$ cat src/rtl/dma_engine.sv
// dma_engine: single-channel DRAM<->SRAM word copier that holds the core via stall while copying.
// Latency: D2S 2 cycles/word, S2D 3 cycles/word best case, then one DONE cycle with dmaValid.
// Backpressure: each DRAM request is held level until dramValid; the SRAM side never stalls.
module dma_engine #(
    parameter int SRAM_AW = 14,
    parameter int DRAM_AW = 32,
    parameter int DW      = 32,
    parameter int LEN_W   = 10,
    parameter int STRIDE  = 4
) (
    input  logic               clk,
    input  logic               reset,
    input  logic [1:0]         cmd,
    input  logic [31:0]        srcAddress,
    input  logic [31:0]        dstAddress,
    input  logic [LEN_W-1:0]   width,
    output logic [SRAM_AW-1:0] sramAddress,
    output logic [DW-1:0]      sramWriteData,
    output logic               sramWriteEnable,
    input  logic [DW-1:0]      sramReadData,
    output logic [DRAM_AW-1:0] dramAddress,
    output logic [DW-1:0]      dramWriteData,
    output logic               dramReadEnable,
    output logic               dramWriteEnable,
    input  logic [DW-1:0]      dramReadData,
    input  logic               dramValid,
    output logic               stall,
    output logic               dmaValid
);

    typedef enum logic [2:0] {
        IDLE, D2S_RD, D2S_WR, S2D_RD, S2D_CAP, S2D_WR, DONE
    } state_t;

    localparam logic [1:0]         CMD_D2S   = 2'b01;
    localparam logic [1:0]         CMD_S2D   = 2'b10;
    localparam logic [SRAM_AW-1:0] SRAM_STEP = SRAM_AW'(STRIDE);
    localparam logic [DRAM_AW-1:0] DRAM_STEP = DRAM_AW'(STRIDE);

    state_t             state;
    logic [SRAM_AW-1:0] cur_sram;
    logic [DRAM_AW-1:0] cur_dram;
    logic [LEN_W-1:0]   remaining;
    logic [DW-1:0]      data_q;
    logic               start;
    logic               last_word;

    assign start     = (state == IDLE) && (cmd == CMD_D2S || cmd == CMD_S2D);
    assign last_word = (remaining == LEN_W'(1));

    // Held from the command cycle itself; reset forces it low along with everything else.
    assign stall = !reset && (start || (state != IDLE && state != DONE));

    assign sramWriteData = sramWriteEnable ? data_q : '0;
    assign dramWriteData = dramWriteEnable ? data_q : '0;

    // Output registers are loaded with the values belonging to the state being entered.
    always_ff @(posedge clk or posedge reset) begin
        if (reset) begin
            state           <= IDLE;
            cur_sram        <= '0;
            cur_dram        <= '0;
            remaining       <= '0;
            data_q          <= '0;
            sramAddress     <= '0;
            sramWriteEnable <= 1'b0;
            dramAddress     <= '0;
            dramReadEnable  <= 1'b0;
            dramWriteEnable <= 1'b0;
            dmaValid        <= 1'b0;
        end else begin
            sramAddress     <= '0;
            sramWriteEnable <= 1'b0;
            dramAddress     <= '0;
            dramReadEnable  <= 1'b0;
            dramWriteEnable <= 1'b0;
            dmaValid        <= 1'b0;
            case (state)
                IDLE: begin
                    if (start) begin
                        remaining <= width;
                        if (cmd == CMD_D2S) begin
                            cur_dram <= srcAddress[DRAM_AW-1:0];
                            cur_sram <= dstAddress[SRAM_AW-1:0];
                        end else begin
                            cur_sram <= srcAddress[SRAM_AW-1:0];
                            cur_dram <= dstAddress[DRAM_AW-1:0];
                        end
                        if (width == '0) begin
                            state    <= DONE;
                            dmaValid <= 1'b1;
                        end else if (cmd == CMD_D2S) begin
                            state          <= D2S_RD;
                            dramAddress    <= srcAddress[DRAM_AW-1:0];
                            dramReadEnable <= 1'b1;
                        end else begin
                            state       <= S2D_RD;
                            sramAddress <= srcAddress[SRAM_AW-1:0];
                        end
                    end
                end
                D2S_RD: begin
                    if (dramValid) begin
                        data_q          <= dramReadData;
                        state           <= D2S_WR;
                        sramAddress     <= cur_sram;
                        sramWriteEnable <= 1'b1;
                    end else begin
                        dramAddress    <= cur_dram;
                        dramReadEnable <= 1'b1;
                    end
                end
                D2S_WR: begin
                    remaining <= remaining - LEN_W'(1);
                    cur_sram  <= cur_sram + SRAM_STEP;
                    cur_dram  <= cur_dram + DRAM_STEP;
                    if (last_word) begin
                        state    <= DONE;
                        dmaValid <= 1'b1;
                    end else begin
                        state          <= D2S_RD;
                        dramAddress    <= cur_dram + DRAM_STEP;
                        dramReadEnable <= 1'b1;
                    end
                end
                S2D_RD: begin
                    state <= S2D_CAP;
                end
                S2D_CAP: begin
                    data_q          <= sramReadData;
                    state           <= S2D_WR;
                    dramAddress     <= cur_dram;
                    dramWriteEnable <= 1'b1;
                end
                S2D_WR: begin
                    if (dramValid) begin
                        remaining <= remaining - LEN_W'(1);
                        cur_sram  <= cur_sram + SRAM_STEP;
                        cur_dram  <= cur_dram + DRAM_STEP;
                        if (last_word) begin
                            state    <= DONE;
                            dmaValid <= 1'b1;
                        end else begin
                            state       <= S2D_RD;
                            sramAddress <= cur_sram + SRAM_STEP;
                        end
                    end else begin
                        dramAddress     <= cur_dram;
                        dramWriteEnable <= 1'b1;
                    end
                end
                DONE: begin
                    state <= IDLE;
                end
                default: begin
                    state <= IDLE;
                end
            endcase
        end
    end

endmodule

$ cat config.mk
export PLATFORM = sky130hd
export DESIGN_NAME = dma_engine
export DESIGN_NICKNAME = d
export VERILOG_FILES = /design/src/rtl/dma_engine.sv
export SDC_FILE = /design/constraint.sdc
export NUM_CORES = 1
export LEC_CHECK = 0
export CAP_MARGIN = 20
export CORE_ASPECT_RATIO = 1.25
export CORE_MARGIN = 2
export CORE_UTILIZATION = 52
export CTS_CLUSTER_DIAMETER = 50
export DETAILED_ROUTE_END_ITERATION = 10
export PLACE_DENSITY_LB_ADDON = 0.3
export SYNTH_ARGS = -nofsm -noshare
export SYNTH_HDL_FRONTEND = slang
export SYNTH_SLANG_ARGS = --single-unit
$ cat constraint.sdc
create_clock -name clk -period 11.26 [get_ports clk]
set_input_delay 3.378 -clock clk [delete_from_list [all_inputs] [get_ports clk]]
set_output_delay 3.378 -clock clk [all_outputs]
set_load 0.01 [all_outputs]
==> results.md <==
- CTS tree: done
- Post-synth ARST share: 1.000
- Clock Power Share: 0.222
- R2r setup slk: 8.06 ns
- Hold Crit Start: cur_sram[1]
- Worst Path Required: 7.88 ns
- Routed wire per std cell: 19.82 um
- Top FF cell, synth: dfrtp_1
- RR Endpoint: dramAddress[13]
- Crit path time final: 8.683 ns
- RR Startpoint: state[1]
- Setup violators final: 0
- Largest net degree at the start of global routing: 82
- DR iter-0 viols: 821
- Top post-synthesis cells by area: dfrtp_1 41%, mux2i_1 6.4%, and2_1 5.4%
- Status: completed
- Worst hold-check path type: flop to flop
- Lkg Pwr: 4.744 nW
- Crit-path cells: clkdlybuf4s50_1, inv_1, ha_2, nor2b_1, mux2i_1, nor2_1, nor2_1, clkdlybuf4s50_1
- Cells on worst reg2reg path: 5
- Core Footprint: 16270 um^2
- Setup repair bufs after CTS: 0
- Vert. Die Dim: 148.2 um
- Die W: 119.3 um
- Syn Nets: 1138
- Total power: 3.025 mW
- Worst setup SP type: input pin
- Design Area, Final: 11990 um^2
- Register clock-pin slew on the reported worst setup and hold paths: 0.06 ns
- Global placer's final weighted congestion: 0.9358
- Clk sink count: 141
- Switching power: 1.211 mW
- CP max FO: 4
- CTS Buf Count: 17
- Die footprint: 17680 um^2
- Register area share after synthesis: 0.4081
- Number of core rows: 52
- Number of synthesized flops with an enable pin: 0
- Crit path largest cell delay: 0.48 ns
- Remaining antenna violation count after routing: 0
- Min-Delay Endpoint: cur_sram[1]
- Synth Register Bits: 141
- Hold Path Cell Cnt: 2
- Synthesis-to-layout area growth: 38.70%
- Highest clock rate: 115.2 MHz
- Routed wire length: 28390 um
- Synth cell count leaders: 141 x dfrtp_1, 117 x nand2_1, 93 x o21ai_0
- Clock insertion delay at the later pin of the skew report: 0.43 ns
- First-pass GRT wire length: 45020 um
- IO Pins: 258
- MaxCap Viol Count: 0
- Hold Fails Final Rpt: 0
- Post-synth top area share: 0.4081
- DR vias/cell: 6.090
- Hold_buf cts: 0
- WP data arrival: 5.30 ns
- Switching Share: 0.4005
- Starting Density: 0.5315
- Unrepaired setup endpoints after global routing: false
- WP buf/inv: 3
- IR drop worst, VDD: 154.3 uV
- Port Buffers: 257
- Slowest-stage cell, CP: clkdlybuf4s50_1
- Worst slew pin tran: 1.036 ns
- Tot GR Track Use: 0.3210
- WHS: 0.4766 ns
- Slew Viols, Final: 0
- Final Non-Filler Cells: 1432
- Syn avg cell area: 8.733 um^2
- Vias in the first global route: 8408
- Count leader, synth: dfrtp_1
- WS Path Type: input pin to output pin
- Sequential power share: 0.331
- Detailed Routing Iterations Pass 1: 6
- Final period util: 0.7711
- Cell variety after synth: 66
- TNS Setup: 0 ns
- Synth area leader: dfrtp_1
- CP Capture Type: output pin
- # resized after CTS: 0
- Inst Count DP: 1398
- Synthesized area: 8646 um^2
- Nets: 1350
- Internal power: 1.813 mW
- Hpwl dp: 19530 um
- Via count: 8721
- Max Clock Skew: 0.01453 ns
- Comb pwr share: 0.447
- Dpl cell area: 11260 um^2
- Place WS: 2.573 ns
- Synthesized instance count: 990
- Rel. slew slack: 0.3086
- GR Overflow Total: 0
- CTS H-tree lvls: 4
- Final Core Density: 0.7372
- Pwr/cell area: 252.2 nW/um^2
- Largest delay share family, worst path: buffers and inverters
- Initial antenna violation count: 0
- Warnings from Yosys: 0
- CTS Buffer Depth: 2
- DR DRC count: 0
- Slack of the critical path: 2.577 ns
- Layout cells sized above 1: 0.06420
- Root buf cell: clkbuf_16
## power by group through the flow
stage	clock network [mW]	logic [mW]	registers, mW
after floorplan	0	0.877	0.926
after global placement	0	1.29	0.992
after detailed placement	0	1.32	0.998
after CTS	0.677	1.33	0.994
after global routing	0.700	1.47	1.04
final	0.672	1.35	1.00
## worst max path at each step
stage | startpoint | end | slack [ns] | depth (start not counted)
after global routing | cmd[1] | stall | 2.49 | 8
after detailed placement | cmd[1] | stall | 2.57 | 8
after CTS | cmd[1] | stall | 2.57 | 8
after floorplan | cmd[1] | stall | 3.70 | 6
after global placement | cmd[1] | stall | 2.62 | 8
final | cmd[1] | stall | 2.58 | 8
## flip-flops by register name (all words and copies together) (netlist names), 3 cells and up
register and count:
cur_sram 14, data_q 32, sramAddress 14, dramAddress 32
remaining 10, cur_dram 32, state 3
## final cells by class
class / count / area (um^2)
Multi-Input combinational cell: 746 / 4698
Tap cell: 216 / 270.3
Clock buffer: 18 / 439.2
Clock inverter: 14 / 264.0
Sequential cell: 141 / 3528
Antenna cell: 1 / 2.502
Timing Repair Buffer: 269 / 2683
Fill cell: 1234 / 4274
Inverter: 27 / 106.4
## kinds of logic (layout without fill, tap and decap cells)
group | count (synthesis) | in the layout | share of synthesized area
and+or+nand+nor | 361 | 361 | 0.2185
AOI/OAI and AO/OA | 310 | 310 | 0.2311
DFF | 141 | 141 | 0.4081
buffers and inverters | 103 | 328 | 0.05297
muxes | 66 | 66 | 0.07800
adders and majority gates | 5 | 5 | 0.007236
xor gates and xnor gates | 4 | 4 | 0.004052
other | 0 | 1 | 0
## layer usage
layer / wire length [um] / GRT usage / up-vias
met5: 0 / 0 / -
met4: 1013 / 0.1553 / 0
met3: 2624 / 0.07400 / 75
met2: 13840 / 0.5374 / 489
met1: 10900 / 0.3923 / 4095
li1: - / - / 4062
## layout by cell type (no fill, tap or decap), types with 5 or more instances in the layout
master / Yosys / routed
mux2_2: 11 / 11
mux2i_1: 55 / 55
nand4_1: 10 / 10
nor4_1: 11 / 10
bufinv_16: 0 / 7
o21ai_0: 93 / 93
a221o_1: 5 / 5
a22oi_1: 7 / 7
nor2_1: 46 / 46
nor2b_1: 6 / 6
a211oi_1: 13 / 13
and3_1: 15 / 15
a21o_1: 9 / 8
inv_1: 27 / 26
a31oi_1: 18 / 18
o21ai_1: 6 / 6
dfrtp_1: 141 / 141
o311ai_1: 10 / 10
a21oi_1: 62 / 61
a22o_1: 7 / 7
o22a_1: 12 / 12
nand3_1: 30 / 30
nor3_1: 29 / 26
clkdlybuf4s50_1: 0 / 257
buf_4: 8 / 11
o22ai_1: 18 / 18
nand2_1: 117 / 117
o211ai_1: 11 / 11
and2_1: 75 / 75
clkbuf_16: 0 / 17
## worst register-to-register path: cells and delay by family, from the launching register on
family	cells	cell delay, ns
and+or+nand+nor	3	1.92
AOI/OAI and AO/OA	2	0.56
DFF	1	0.63
Power figures use the tool's default switching activity.
